--- src/rtl/light_control_timed.sv ---
// Two-road traffic light controller with one cycle-accurate phase timer.
// Optional LIGHT_FLASH_EN adds a `flash` input and a flashing FL state.
module light_control_timed #(
  parameter int TW       = 8,
  parameter int T_HG_MIN = 8,
  parameter int T_CG_MIN = 2,
  parameter int T_CG_MAX = 16,
  parameter int T_Y      = 4,
  parameter int T_AR     = 3
) (
  input  logic       clk,
  input  logic       clear_n,
  input  logic       car_h,
  input  logic       car_c,
`ifdef LIGHT_FLASH_EN
  input  logic       flash,
`endif
  output logic [1:0] hwy,
  output logic [1:0] cntry,
  output logic [2:0] phase
);

  localparam logic [1:0] RED    = 2'd0;
  localparam logic [1:0] YELLOW = 2'd1;
  localparam logic [1:0] GREEN  = 2'd2;
`ifdef LIGHT_FLASH_EN
  localparam logic [1:0] OFF    = 2'd3;
`endif

  localparam logic [TW-1:0] HG_MIN_M1 = TW'(T_HG_MIN - 1);
  localparam logic [TW-1:0] CG_MIN_M1 = TW'(T_CG_MIN - 1);
  localparam logic [TW-1:0] CG_MAX_M1 = TW'(T_CG_MAX - 1);
  localparam logic [TW-1:0] Y_M1      = TW'(T_Y - 1);
  localparam logic [TW-1:0] AR_M1     = TW'(T_AR - 1);
  localparam logic [TW-1:0] TIMER_MAX = {TW{1'b1}};
`ifdef LIGHT_FLASH_EN
  localparam logic [TW-1:0] Y_LEN     = TW'(T_Y);
  localparam logic [TW-1:0] FL_WRAP   = TW'(2 * T_Y - 1);
`endif

  typedef enum logic [2:0] {
    HG  = 3'd0,
    HY  = 3'd1,
    AR1 = 3'd2,
    CG  = 3'd3,
    CY  = 3'd4,
    AR2 = 3'd5
`ifdef LIGHT_FLASH_EN
    ,
    FL  = 3'd6
`endif
  } state_t;

  state_t        state_reg, state_next;
  logic [TW-1:0] timer_reg, timer_next;
  logic          req;

  assign req   = car_c & ~car_h;
  assign phase = state_reg;

  always_ff @(posedge clk or negedge clear_n) begin
    if (!clear_n) begin
      state_reg <= HG;
      timer_reg <= '0;
    end else begin
      state_reg <= state_next;
      timer_reg <= timer_next;
    end
  end

  // Timer restarts on every state change; in FL it wraps once per flash period.
  always_comb begin
    timer_next = timer_reg;
    if (state_next != state_reg)
      timer_next = '0;
`ifdef LIGHT_FLASH_EN
    else if (state_reg == FL && timer_reg == FL_WRAP)
      timer_next = '0;
`endif
    else if (timer_reg != TIMER_MAX)
      timer_next = timer_reg + 1'b1;
  end

  always_comb begin
    state_next = state_reg;
    hwy        = GREEN;
    cntry      = RED;
    case (state_reg)
      HG: begin
        if (req && timer_reg >= HG_MIN_M1) state_next = HY;
      end
      HY: begin
        hwy = YELLOW;
        if (timer_reg == Y_M1) state_next = AR1;
      end
      AR1: begin
        hwy = RED;
        if (timer_reg == AR_M1) state_next = CG;
      end
      CG: begin
        hwy   = RED;
        cntry = GREEN;
        // Max timeout ends country green even with demand still present.
        if (timer_reg >= CG_MIN_M1 && (!req || timer_reg == CG_MAX_M1))
          state_next = CY;
      end
      CY: begin
        hwy   = RED;
        cntry = YELLOW;
        if (timer_reg == Y_M1) state_next = AR2;
      end
      AR2: begin
        hwy = RED;
        if (timer_reg == AR_M1) state_next = HG;
      end
`ifdef LIGHT_FLASH_EN
      FL: begin
        hwy   = (timer_reg < Y_LEN) ? YELLOW : OFF;
        cntry = (timer_reg < Y_LEN) ? RED : OFF;
        if (!flash) state_next = AR2;
      end
`endif
      default: state_next = HG;
    endcase
`ifdef LIGHT_FLASH_EN
    if (flash) state_next = FL;
`endif
  end

endmodule

--- config.mk ---
export PLATFORM = sky130hd
export DESIGN_NAME = light_control_timed
export DESIGN_NICKNAME = d
export VERILOG_FILES = /design/src/rtl/light_control_timed.sv
export SDC_FILE = /design/constraint.sdc
export NUM_CORES = 1
export LEC_CHECK = 0
export BUFFER_PORTS_ARGS = -buffer_cell sky130_fd_sc_hd__clkbuf_2
export CAP_MARGIN = 20
export CORE_MARGIN = 4
export CORE_UTILIZATION = 45
export DETAILED_ROUTE_END_ITERATION = 10
export MAX_ROUTING_LAYER = met4
export SYNTH_ARGS = -nofsm -noshare
export SYNTH_HDL_FRONTEND = slang
export SYNTH_SLANG_ARGS = --single-unit
--- constraint.sdc ---
create_clock -name clk -period 2.1 [get_ports clk]
set_clock_uncertainty 0.1 [all_clocks]
set_input_delay 0.42 -clock clk [delete_from_list [all_inputs] [get_ports clk]]
set_output_delay 0.42 -clock clk [all_outputs]
set_load 0.05 [all_outputs]
==> reports/metrics.csv <==
metric,value,unit
status,completed,
path_buf_inv,1,
grt_overflow_total,0,
yosys.area.top_type_share,34.27,%
route.detailed.drc,0,
detail_route.wirelength,1756,um
die_x,50.25,um
critical_path_class,reg -> out,
initial_utilization,47.03,%
pwr_density,1728,mW/mm^2
arrival,1470,ps
gp_congestion,0.7846,
final_layout_size_suffix_gt1_share,22.55,%
dp_hpwl,1272,um
core_area,0.001708,sq mm
cts_tree,built,
postSynthCellCount,90,
final_hold_viol_count,0,
grt_start_max_net_pins,16,
synth_edf_count,0,
critPathRequiredTime,1580,ps
cts_inserted_buffers,3,
slowest_stage,sky130_fd_sc_hd__dfrtp_1,
drv_cap,0,
drtAntennaViolNets,0,
synth.net_count,98,
postSynth.asyncResetShare,100.0,%
fmax,502.9,MHz
finish.net_count,111,
synthFlopType,sky130_fd_sc_hd__dfrtp_1,
pin_count,11,
antenna_found_initial,0,
syn-cell-area,803.3,sq um
utilization,54.58,%
worst_path_dominant_cell_family,flip-flops,
overall_global_routing_resource_usage,16.46,%
antennaDiodeCount,0,
drt-wirelength-per-cell,13.83,um
most-common-layout-cells,"10 x sky130_fd_sc_hd__clkbuf_2, 10 x sky130_fd_sc_hd__dfrtp_1, 8 x sky130_fd_sc_hd__nor2_1, 6 x sky130_fd_sc_hd__nand3_1, 6 x sky130_fd_sc_hd__o21ai_0",
synth.top_cells.by_area,"sky130_fd_sc_hd__dfrtp_1 34%, sky130_fd_sc_hd__ha_1 6.2%, sky130_fd_sc_hd__nor2_1 4.2%",
largest_register_ffs,8,
slew_at_the_pin_closest_to_its_max_slew_limit,480.6,ps
number_of_slew_limit_violations_in_the_final_report,0,
route.detailed.vias_per_inst,5.732,
fraction_of_the_yosys_area_taken_by_sequential_cells,34.27,%
wire_length_of_the_first_global_routing_pass,3070,um
slew_headroom,67.67,%
worstHoldPathType,in -> async,
synth.ff_latch_count,11,
finalHoldWorstSlack,456.5,ps
clock_tree.root_cell,sky130_fd_sc_hd__clkbuf_4,
crit_path_max_incr_delay,540,ps
ctsLongestPathBuffers,2,
drtIter0Drc,8,
worstSkewPairLatency,270,ps
synth.yosys.warnings,0,
post-route-min-period,1988,ps
vias,728,
crit_path_end_kind,output port,
area_delta_synth_final,16.04,%
post_synth.cell_area_avg,8.925,sq um
min_period_over_period,94.68,%
portBuffers,10,
post_cts.repair.setup_buffers,0,
crit_path_cell_trace,nor3_1 -> a21o_1 -> clkbuf_2,
ir_worst_vdd,762.6,uV
cts_htree_levels,1,
clkSlewWorstSetupHoldPaths,70,ps
setup_slack_reg_to_reg,170,ps
grt_setup_unrepaired,false,
yosys.cell_types.count,32,
cts.sinks,11,
final-setup-viol-count,0,
worst_setup_path_start_kind,flip-flop,
fp.dieArea,0.002525,sq mm
placedCellCount,122,
drtPass1Iterations,4,
synth_top_cell_by_area,sky130_fd_sc_hd__dfrtp_1,
post_layout_nonfiller_instances,127,
tns,0,ps
std_cell_rows,15,
grt_pass1_vias,648,
path_max_fanout,13,
leakagePower,0.4257,nW
floorplan.die.height,50.25,um
worst reg2reg max path: stages (launching register included):
cell and delay (ps):
sky130_fd_sc_hd__dfrtp_1 460, sky130_fd_sc_hd__nor4_4 430, sky130_fd_sc_hd__and2_4 270, sky130_fd_sc_hd__a31oi_4 110, sky130_fd_sc_hd__a31o_4 290, sky130_fd_sc_hd__nor3_1 190
synthesized netlist by cell type (all sizes together) (2+ instances only):
| cell type | number |
|---|---|
| a311oi | 2 |
| a21o | 2 |
| a31oi | 3 |
| nor3 | 5 |
| nor3b | 2 |
| nand4 | 3 |
| clkbuf | 5 |
| nand2 | 3 |
| ha | 4 |
| nor2b | 2 |
| nor2 | 9 |
| nand3 | 6 |
| and3 | 2 |
| nand3b | 2 |
| a21boi | 2 |
| inv | 3 |
| and4 | 2 |
| o21ai | 6 |
| a21oi | 3 |
| dfrtp | 11 |
| nand2b | 3 |
repair_timing:
action / CTS / global route
endpoints found under the setup margin: 0 / 1
hold endpoints to repair: 11 / 0
resized for setup: 0 / 1
hold buffers: 1 / 0
per-stage QoR:
step	power, W	area (sq um)	setup slack, ps
2_1_floorplan	0.001254	817.0	6.802
3_3_place_gp	0.001454	894.6	169.3
3_5_place_dp	0.001463	894.6	186.3
4_1_cts	0.001619	930.9	100.9
5_1_grt	0.001744	932.1	38.51
6_report	0.001611	932.1	111.7
report_power, final:
group          leakage (nW)  switching (W)  internal [W]  total, W
clock network        0.0150      0.0000719     0.0000736  0.000146
logic                 0.272       0.000580      0.000366  0.000946
registers             0.139       0.000209      0.000311  0.000519
total                 0.426       0.000861      0.000750   0.00161
metal layers:
metal	global-route usage [%]	up-vias	wire, um
li1	-	353	-
met1	20.70	352	829
met2	24.57	17	813
met3	3.858	6	76
met4	8.295	0	37
met5	-	-	0
cells by family after synthesis:
group / count (synthesis) / synth area share (%)
and+or+nand+nor: 42 / 31.00
AOI/OAI and AO/OA: 21 / 19.94
DFF: 11 / 34.27
buffers and inverters: 8 / 3.738
adders and majority gates: 4 / 6.231
xor gates and xnor gates: 2 / 2.181
muxes: 2 / 2.648
final timing paths:
path                         startpoint           end  cells after the start
setup / recovery               phase[1]        hwy[1]                      3
hold / removal                  clear_n  timer_reg[0]                      2
hold reg to reg            timer_reg[0]  timer_reg[0]                      2
min in group clk           timer_reg[0]  timer_reg[0]                      2
max in group asynchronous       clear_n      phase[0]                      2
setup reg to reg           timer_reg[4]  timer_reg[2]                      5
area by class of cell:
cell class | count | area [sq um]
inverters | 3 | 11.26
multi-input cells | 71 | 511.7
repair buffers | 13 | 75.07
fillers | 181 | 775.7
well taps | 25 | 31.28
clock buffers | 4 | 26.28
flip-flops and latches | 11 | 276.5
(Power assumes the default switching activity.)
